`src/rtl/cve2_pkg.sv`:
```
`default_nettype none
// ----------------------------------------------------------------------------
// Module  : cve2_pkg
// Brief   : Shared types for the cve2 memory arbiter slice.
// Revision: 1.0
// ----------------------------------------------------------------------------
package cve2_pkg;

   typedef enum logic {
      ARB_SRC_INSTR = 1'b0,
      ARB_SRC_DATA  = 1'b1
   } arb_src_e;

endpackage
`default_nettype wire

```
`src/rtl/cve2_arb_id_fifo.sv`:
```
`default_nettype none
// ----------------------------------------------------------------------------
// Module  : cve2_arb_id_fifo
// Brief   : Small in-order FIFO holding the source ID of each outstanding txn.
// Revision: 1.0
// ----------------------------------------------------------------------------
module cve2_arb_id_fifo #(
   parameter int unsigned Depth = 2,
   parameter int unsigned Width = 1
) (
   input  logic             clk_i,
   input  logic             rst_ni,
   input  logic             push_i,
   input  logic [Width-1:0] data_i,
   input  logic             pop_i,
   output logic [Width-1:0] data_o,
   output logic             full_o,
   output logic             empty_o
);

   localparam int unsigned PtrW = (Depth > 1) ? $clog2(Depth) : 1;
   localparam int unsigned CntW = $clog2(Depth + 1);
   localparam logic [PtrW-1:0] c_last_ptr = PtrW'(Depth - 1);
   localparam logic [CntW-1:0] c_full_cnt = CntW'(Depth);

   // Storage is rounded up to a power of two so pointer indexing is always in range.
   logic [Width-1:0] r_mem [2**PtrW];
   logic [PtrW-1:0]  r_wptr;
   logic [PtrW-1:0]  r_rptr;
   logic [CntW-1:0]  r_cnt;
   logic             w_push;
   logic             w_pop;

   assign full_o  = (r_cnt == c_full_cnt);
   assign empty_o = (r_cnt == '0);
   assign w_push  = push_i & ~full_o;
   assign w_pop   = pop_i & ~empty_o;
   assign data_o  = r_mem[r_rptr];

   always_ff @(posedge clk_i or negedge rst_ni) begin
      if (!rst_ni) begin
         r_wptr <= '0;
         r_rptr <= '0;
         r_cnt  <= '0;
      end else begin
         if (w_push) r_wptr <= (r_wptr == c_last_ptr) ? '0 : r_wptr + PtrW'(1);
         if (w_pop)  r_rptr <= (r_rptr == c_last_ptr) ? '0 : r_rptr + PtrW'(1);
         case ({w_push, w_pop})
            2'b10:   r_cnt <= r_cnt + CntW'(1);
            2'b01:   r_cnt <= r_cnt - CntW'(1);
            default: r_cnt <= r_cnt;
         endcase
      end
   end

   always_ff @(posedge clk_i) begin
      if (w_push) r_mem[r_wptr] <= data_i;
   end

endmodule
`default_nettype wire

```
`src/rtl/cve2_mem_arbiter.sv`:
```
`default_nettype none
// ----------------------------------------------------------------------------
// Module  : cve2_mem_arbiter
// Brief   : Merges instruction-fetch and LSU ports onto one shared memory port.
// Revision: 1.0
// ----------------------------------------------------------------------------
module cve2_mem_arbiter
   import cve2_pkg::*;
#(
   parameter int unsigned MaxOutstanding = 2,
   parameter bit          RoundRobin     = 1'b1
) (
   input  logic        clk_i,
   input  logic        rst_ni,
   input  logic        instr_req_i,
   output logic        instr_gnt_o,
   output logic        instr_rvalid_o,
   input  logic [31:0] instr_addr_i,
   output logic [31:0] instr_rdata_o,
   output logic        instr_err_o,
   input  logic        data_req_i,
   output logic        data_gnt_o,
   output logic        data_rvalid_o,
   input  logic        data_we_i,
   input  logic [3:0]  data_be_i,
   input  logic [31:0] data_addr_i,
   input  logic [31:0] data_wdata_i,
   output logic [31:0] data_rdata_o,
   output logic        data_err_o,
   output logic        bus_req_o,
   input  logic        bus_gnt_i,
   input  logic        bus_rvalid_i,
   output logic        bus_we_o,
   output logic [3:0]  bus_be_o,
   output logic [31:0] bus_addr_o,
   output logic [31:0] bus_wdata_o,
   input  logic [31:0] bus_rdata_i,
   input  logic        bus_err_i,
   output logic        idle_o
);

   arb_src_e   w_sel;
   arb_src_e   w_head;
   arb_src_e   r_lock_sel;
   arb_src_e   r_last;
   logic       r_locked;
   logic       w_sel_req;
   logic       w_hs;
   logic       w_pop;
   logic       w_full;
   logic       w_empty;
   logic [0:0] w_head_raw;

   // A request offered but not yet granted keeps its owner until the handshake.
   always_comb begin
      w_sel = ARB_SRC_INSTR;
      if (r_locked) begin
         w_sel = r_lock_sel;
      end else if (instr_req_i && data_req_i) begin
         if (RoundRobin) w_sel = (r_last == ARB_SRC_INSTR) ? ARB_SRC_DATA : ARB_SRC_INSTR;
         else            w_sel = ARB_SRC_DATA;
      end else if (data_req_i) begin
         w_sel = ARB_SRC_DATA;
      end
   end

   assign w_sel_req   = (w_sel == ARB_SRC_DATA) ? data_req_i : instr_req_i;
   assign bus_req_o   = w_sel_req & ~w_full;
   assign w_hs        = bus_req_o & bus_gnt_i;
   assign instr_gnt_o = w_hs & (w_sel == ARB_SRC_INSTR);
   assign data_gnt_o  = w_hs & (w_sel == ARB_SRC_DATA);

   assign bus_we_o    = (w_sel == ARB_SRC_DATA) ? data_we_i    : 1'b0;
   assign bus_be_o    = (w_sel == ARB_SRC_DATA) ? data_be_i    : 4'hF;
   assign bus_addr_o  = (w_sel == ARB_SRC_DATA) ? data_addr_i  : instr_addr_i;
   assign bus_wdata_o = (w_sel == ARB_SRC_DATA) ? data_wdata_i : 32'h0;

   cve2_arb_id_fifo #(
      .Depth (MaxOutstanding),
      .Width (1)
   ) u_id_fifo (
      .clk_i   (clk_i),
      .rst_ni  (rst_ni),
      .push_i  (w_hs),
      .data_i  (w_sel),
      .pop_i   (w_pop),
      .data_o  (w_head_raw),
      .full_o  (w_full),
      .empty_o (w_empty)
   );

   // Responses with nothing outstanding are dropped rather than routed.
   assign w_head         = arb_src_e'(w_head_raw);
   assign w_pop          = bus_rvalid_i & ~w_empty;
   assign instr_rvalid_o = w_pop & (w_head == ARB_SRC_INSTR);
   assign data_rvalid_o  = w_pop & (w_head == ARB_SRC_DATA);
   assign instr_rdata_o  = bus_rdata_i;
   assign data_rdata_o   = bus_rdata_i;
   assign instr_err_o    = bus_err_i;
   assign data_err_o     = bus_err_i;
   assign idle_o         = w_empty & ~instr_req_i & ~data_req_i;

   always_ff @(posedge clk_i or negedge rst_ni) begin
      if (!rst_ni) begin
         r_locked   <= 1'b0;
         r_lock_sel <= ARB_SRC_INSTR;
         r_last     <= ARB_SRC_INSTR;
      end else begin
         r_locked   <= bus_req_o & ~bus_gnt_i;
         r_lock_sel <= w_sel;
         if (w_hs) r_last <= w_sel;
      end
   end

`ifndef SYNTHESIS
   always @(posedge clk_i) begin
      if (rst_ni) begin
         assert (!(bus_rvalid_i && w_empty))
            else $warning("cve2_mem_arbiter: bus_rvalid_i with no outstanding transaction");
      end
   end
`endif

endmodule
`default_nettype wire
```
`config.mk`:
```
export PLATFORM = sky130hd
export DESIGN_NAME = cve2_mem_arbiter
export DESIGN_NICKNAME = d
export VERILOG_FILES = /design/src/rtl/cve2_pkg.sv /design/src/rtl/cve2_arb_id_fifo.sv /design/src/rtl/cve2_mem_arbiter.sv
export SDC_FILE = /design/constraint.sdc
export NUM_CORES = 1
export LEC_CHECK = 0
export BUFFER_PORTS_ARGS = -buffer_cell sky130_fd_sc_hd__buf_2
export CORE_AREA = 2 2 109 111
export DETAILED_ROUTE_END_ITERATION = 8
export DIE_AREA = 0 0 111 113
export HOLD_SLACK_MARGIN = 0.08
export PLACE_DENSITY = 0.58
export SLEW_MARGIN = 20
export SYNTH_ARGS = -nofsm -noshare
export SYNTH_HDL_FRONTEND = slang
export SYNTH_SLANG_ARGS = --single-unit
```
`constraint.sdc`:
```
create_clock -name clk_i -period 2.1 [get_ports clk_i]
set_clock_uncertainty 0.1 [all_clocks]
set_input_delay 0.105 -clock clk_i [delete_from_list [all_inputs] [get_ports clk_i]]
set_output_delay 0.105 -clock clk_i [all_outputs]
set_load 0.01 [all_outputs]
```
==> impl_metrics.env <==
export IMPL_cts_setup_buffers=0
export IMPL_yosys_area_top_type="buf_4"
export IMPL_status="finished, final reports clean"
export IMPL_via_per_inst=3.69
export IMPL_synth_top_area_share_pct=30.9
export IMPL_synth_yosys_seq_area_share_pct=14.5
export IMPL_synthMuxAreaShare_pct=24.2
export IMPL_holdWs_ns=0.110
export IMPL_cp_arrival_ns=1.77
export IMPL_grtUsageTotal_pct=8.16
export IMPL_synth_top_family_by_area="buffers and inverters"
export IMPL_setup_viol=0
export IMPL_hold_viol_final=0
export IMPL_synth_xor_area_share_pct=2.69
export IMPL_coreArea_mm2=0.0113
export IMPL_synthAdderAreaFrac_pct=0.770
export IMPL_clock_path_buffers=2
export IMPL_synth_compound_area_share_pct=3.77
export IMPL_drtIter0Drc=32
export IMPL_htree_num_levels=1
export IMPL_antenna_found_initial=1
export IMPL_post_route_drc_count=0
export IMPL_yosys_area_share_simple_pct=18.9
export IMPL_grt_max_degree=42
export IMPL_fmax_mhz=506
export IMPL_synth_seq_cells=9
export IMPL_ys_types=27
export IMPL_multiInputGateArea_um2=818
export IMPL_ant_nets=0
export IMPL_p_leak_nw=1.24
export IMPL_slew_headroom_pct=79.6
export IMPL_layout_commonest_cell="buf_2"
export IMPL_io_buffers=181
export IMPL_die_w_um=111
export IMPL_slew_violations=0
export IMPL_cp_start_kind="register"
export IMPL_gp_congestion=0.788
export IMPL_ir_worst_vdd_mv=0.260
export IMPL_critPathMaxFanout=34
export IMPL_fin_area_mm2=0.00228
export IMPL_cts_root_buf="clkbuf_16"
export IMPL_worstSetupPathType="register to output pin"
export IMPL_synth_cells=184
export IMPL_worst_pin_slew_ns=0.306
export IMPL_wl_per_cell_um=12.6
export IMPL_finalPower_mw=1.95
export IMPL_fp_dieH_um=113
export IMPL_syn_area_mm2=0.00163
export IMPL_cp_end_kind="output pin"
export IMPL_numCtsBuffers=3
export IMPL_clk_pin_slew_ns=0.04
export IMPL_nFillCells=1238
export IMPL_syn_area_per_cell_um2=8.83
export IMPL_synthTopCellsByArea="buf_4 31%, mux2_2 24%, and2_1 13%, dfrtp_1 11%, edfxtp_1 3.7%"
export IMPL_timing_final_crit_share_pct=94.1
export IMPL_cap_violations=0
export IMPL_start_util_pct=14.4
export IMPL_tns_ns=0
export IMPL_dpl_cell_area_mm2=0.00218
export IMPL_grt_pass1_vias=1643
export IMPL_gr_usage_met2_pct=16.0
export IMPL_grt_util_met1_pct=7.79
export IMPL_rsz0062_at_grt="false"
export IMPL_period_needed_ns=1.98
export IMPL_dpl_cell_count=437
export IMPL_syn2layout_area_growth_pct=40.4
export IMPL_yosys_warnings=0
export IMPL_met3_usage_pct=3.11
export IMPL_slowest_stage="dfrtp_1"
export IMPL_dieArea_mm2=0.0125
export IMPL_pin_count=281
export IMPL_cp_required_ns=1.89
export IMPL_diodes=0
export IMPL_powerDensity_mw_per_mm2=856
export IMPL_instances_no_fill=443
export IMPL_num_rows=39
export IMPL_synth_nets=325
export IMPL_hpwl_mm=4.96
export IMPL_final_nets=442
export IMPL_drtPass1Iterations=2
export IMPL_grt_pass1_wl_mm=8.22
export IMPL_slowest_delay_ns=0.44
export IMPL_ff2ff_setup_slack_ns=0.25
export IMPL_clock_sinks=9
export IMPL_cts_tree="yes"
export IMPL_vias=1635
export IMPL_mostFrequentLayoutCells="181 x buf_2, 34 x mux2_2, 33 x and2_1"
export IMPL_path_cells="nor2b_1, a22oi_4, buf_12, mux2_2, buf_2"
export IMPL_seqCellArea_um2=235
export IMPL_clock_latency_ns=0.23
export IMPL_grt_busiest_layer="met2"
export IMPL_drt_wl_total_mm=5.58
export IMPL_hold_class="primary input to output pin"
export IMPL_grt_overflow=0
export IMPL_drive_above_1_share_pct=74.7
==> state kept, by name, indices dropped and copies added (netlist names) <==
register          count
u_id_fifo.r_rptr      1
r_locked              1
u_id_fifo.r_mem       2
u_id_fifo.r_cnt       2
u_id_fifo.r_wptr      1
r_lock_sel            1
r_last                1
==> through the flow <==
step                setup slack (ns)  util [%]
CTS                            0.107      20.2
finish                         0.124      20.2
global placement               0.313      19.3
floorplan                      0.365         -
detailed placement             0.262      19.3
global route                  0.0419      20.2
==> synth_stat cells <==
library cell   n
a22oi_4        1
and2_1        33
buf_2          1
buf_4         67
buf_6          4
clkbuf_1       1
dfrtp_1        7
edfxtp_1       2
ha_1           1
inv_1          3
inv_2          1
mux2_2        34
mux2i_1        1
nand2_1        1
nand2b_1       5
nand3_1        1
nand3b_1       1
nand4_1        1
nor2_1         6
nor2b_1        3
nor4_1         1
o2111ai_2      1
o21ai_0        1
o221a_2        1
o2bb2ai_1      1
xnor2_1        4
xor2_1         1
==> report_power, final <==
group          switching, mW  internal (mW)
Clock                 0.0749          0.253
Combinational          0.634          0.659
Sequential            0.0730          0.259
Total                  0.782           1.17
==> path summary, 6_finish.rpt <==
| path | from | end | cells after the start |
|---|---|---|---|
| worst max-delay path | r_locked | bus_addr_o[31] | 5 |
| worst min-delay path | bus_rdata_i[9] | data_rdata_o[9] | 0 |
| worst max register to register | r_locked | u_id_fifo.r_cnt[1] | 5 |
| worst min register to register | r_last | r_last | 1 |
| max in group asynchronous | rst_ni | r_locked | 2 |
| min in group asynchronous | rst_ni | u_id_fifo.r_wptr | 2 |
==> kinds of logic after synthesis <==
| logic type | after synthesis |
|---|---|
| buffers and inverters | 77 |
| and+or+nand+nor | 52 |
| muxes | 35 |
| DFF | 9 |
| AOI/OAI and AO/OA | 5 |
| xor gates and xnor gates | 5 |
| adders and majority gates | 1 |
==> worst max-delay path: cells and delay by family (launching register included) <==
kind                   cells  cell delay [ns]
AOI/OAI and AO/OA          1             0.20
buffers and inverters      2             0.38
DFF                        1             0.44
muxes                      1             0.38
and+or+nand+nor            1             0.11
==> layout make-up <==
class / instances / share of cell area (%)
clock buffer: 4 / 3.45
inverter: 4 / 0.768
multi-input combinational: 98 / 35.9
sequential: 9 / 10.3
tap: 143 / 7.84
timing repair buffer: 185 / 41.8
==> per-layer routing <==
metal  share of wire (%)  wire (um)  up-vias
li1                    -          -      765
met1                  34       1880      709
met2                  51       2850      147
met3                  13        729       12
met4                 1.9        104        2
met5                0.23         13        -
==> repair_timing <==
action	4_1_cts	5_1_grt
endpoints found under the setup margin	0	4
resized for setup	0	2
endpoints found under the hold margin	8	0
hold buffers	2	0
Power figures use the tool's default switching activity.
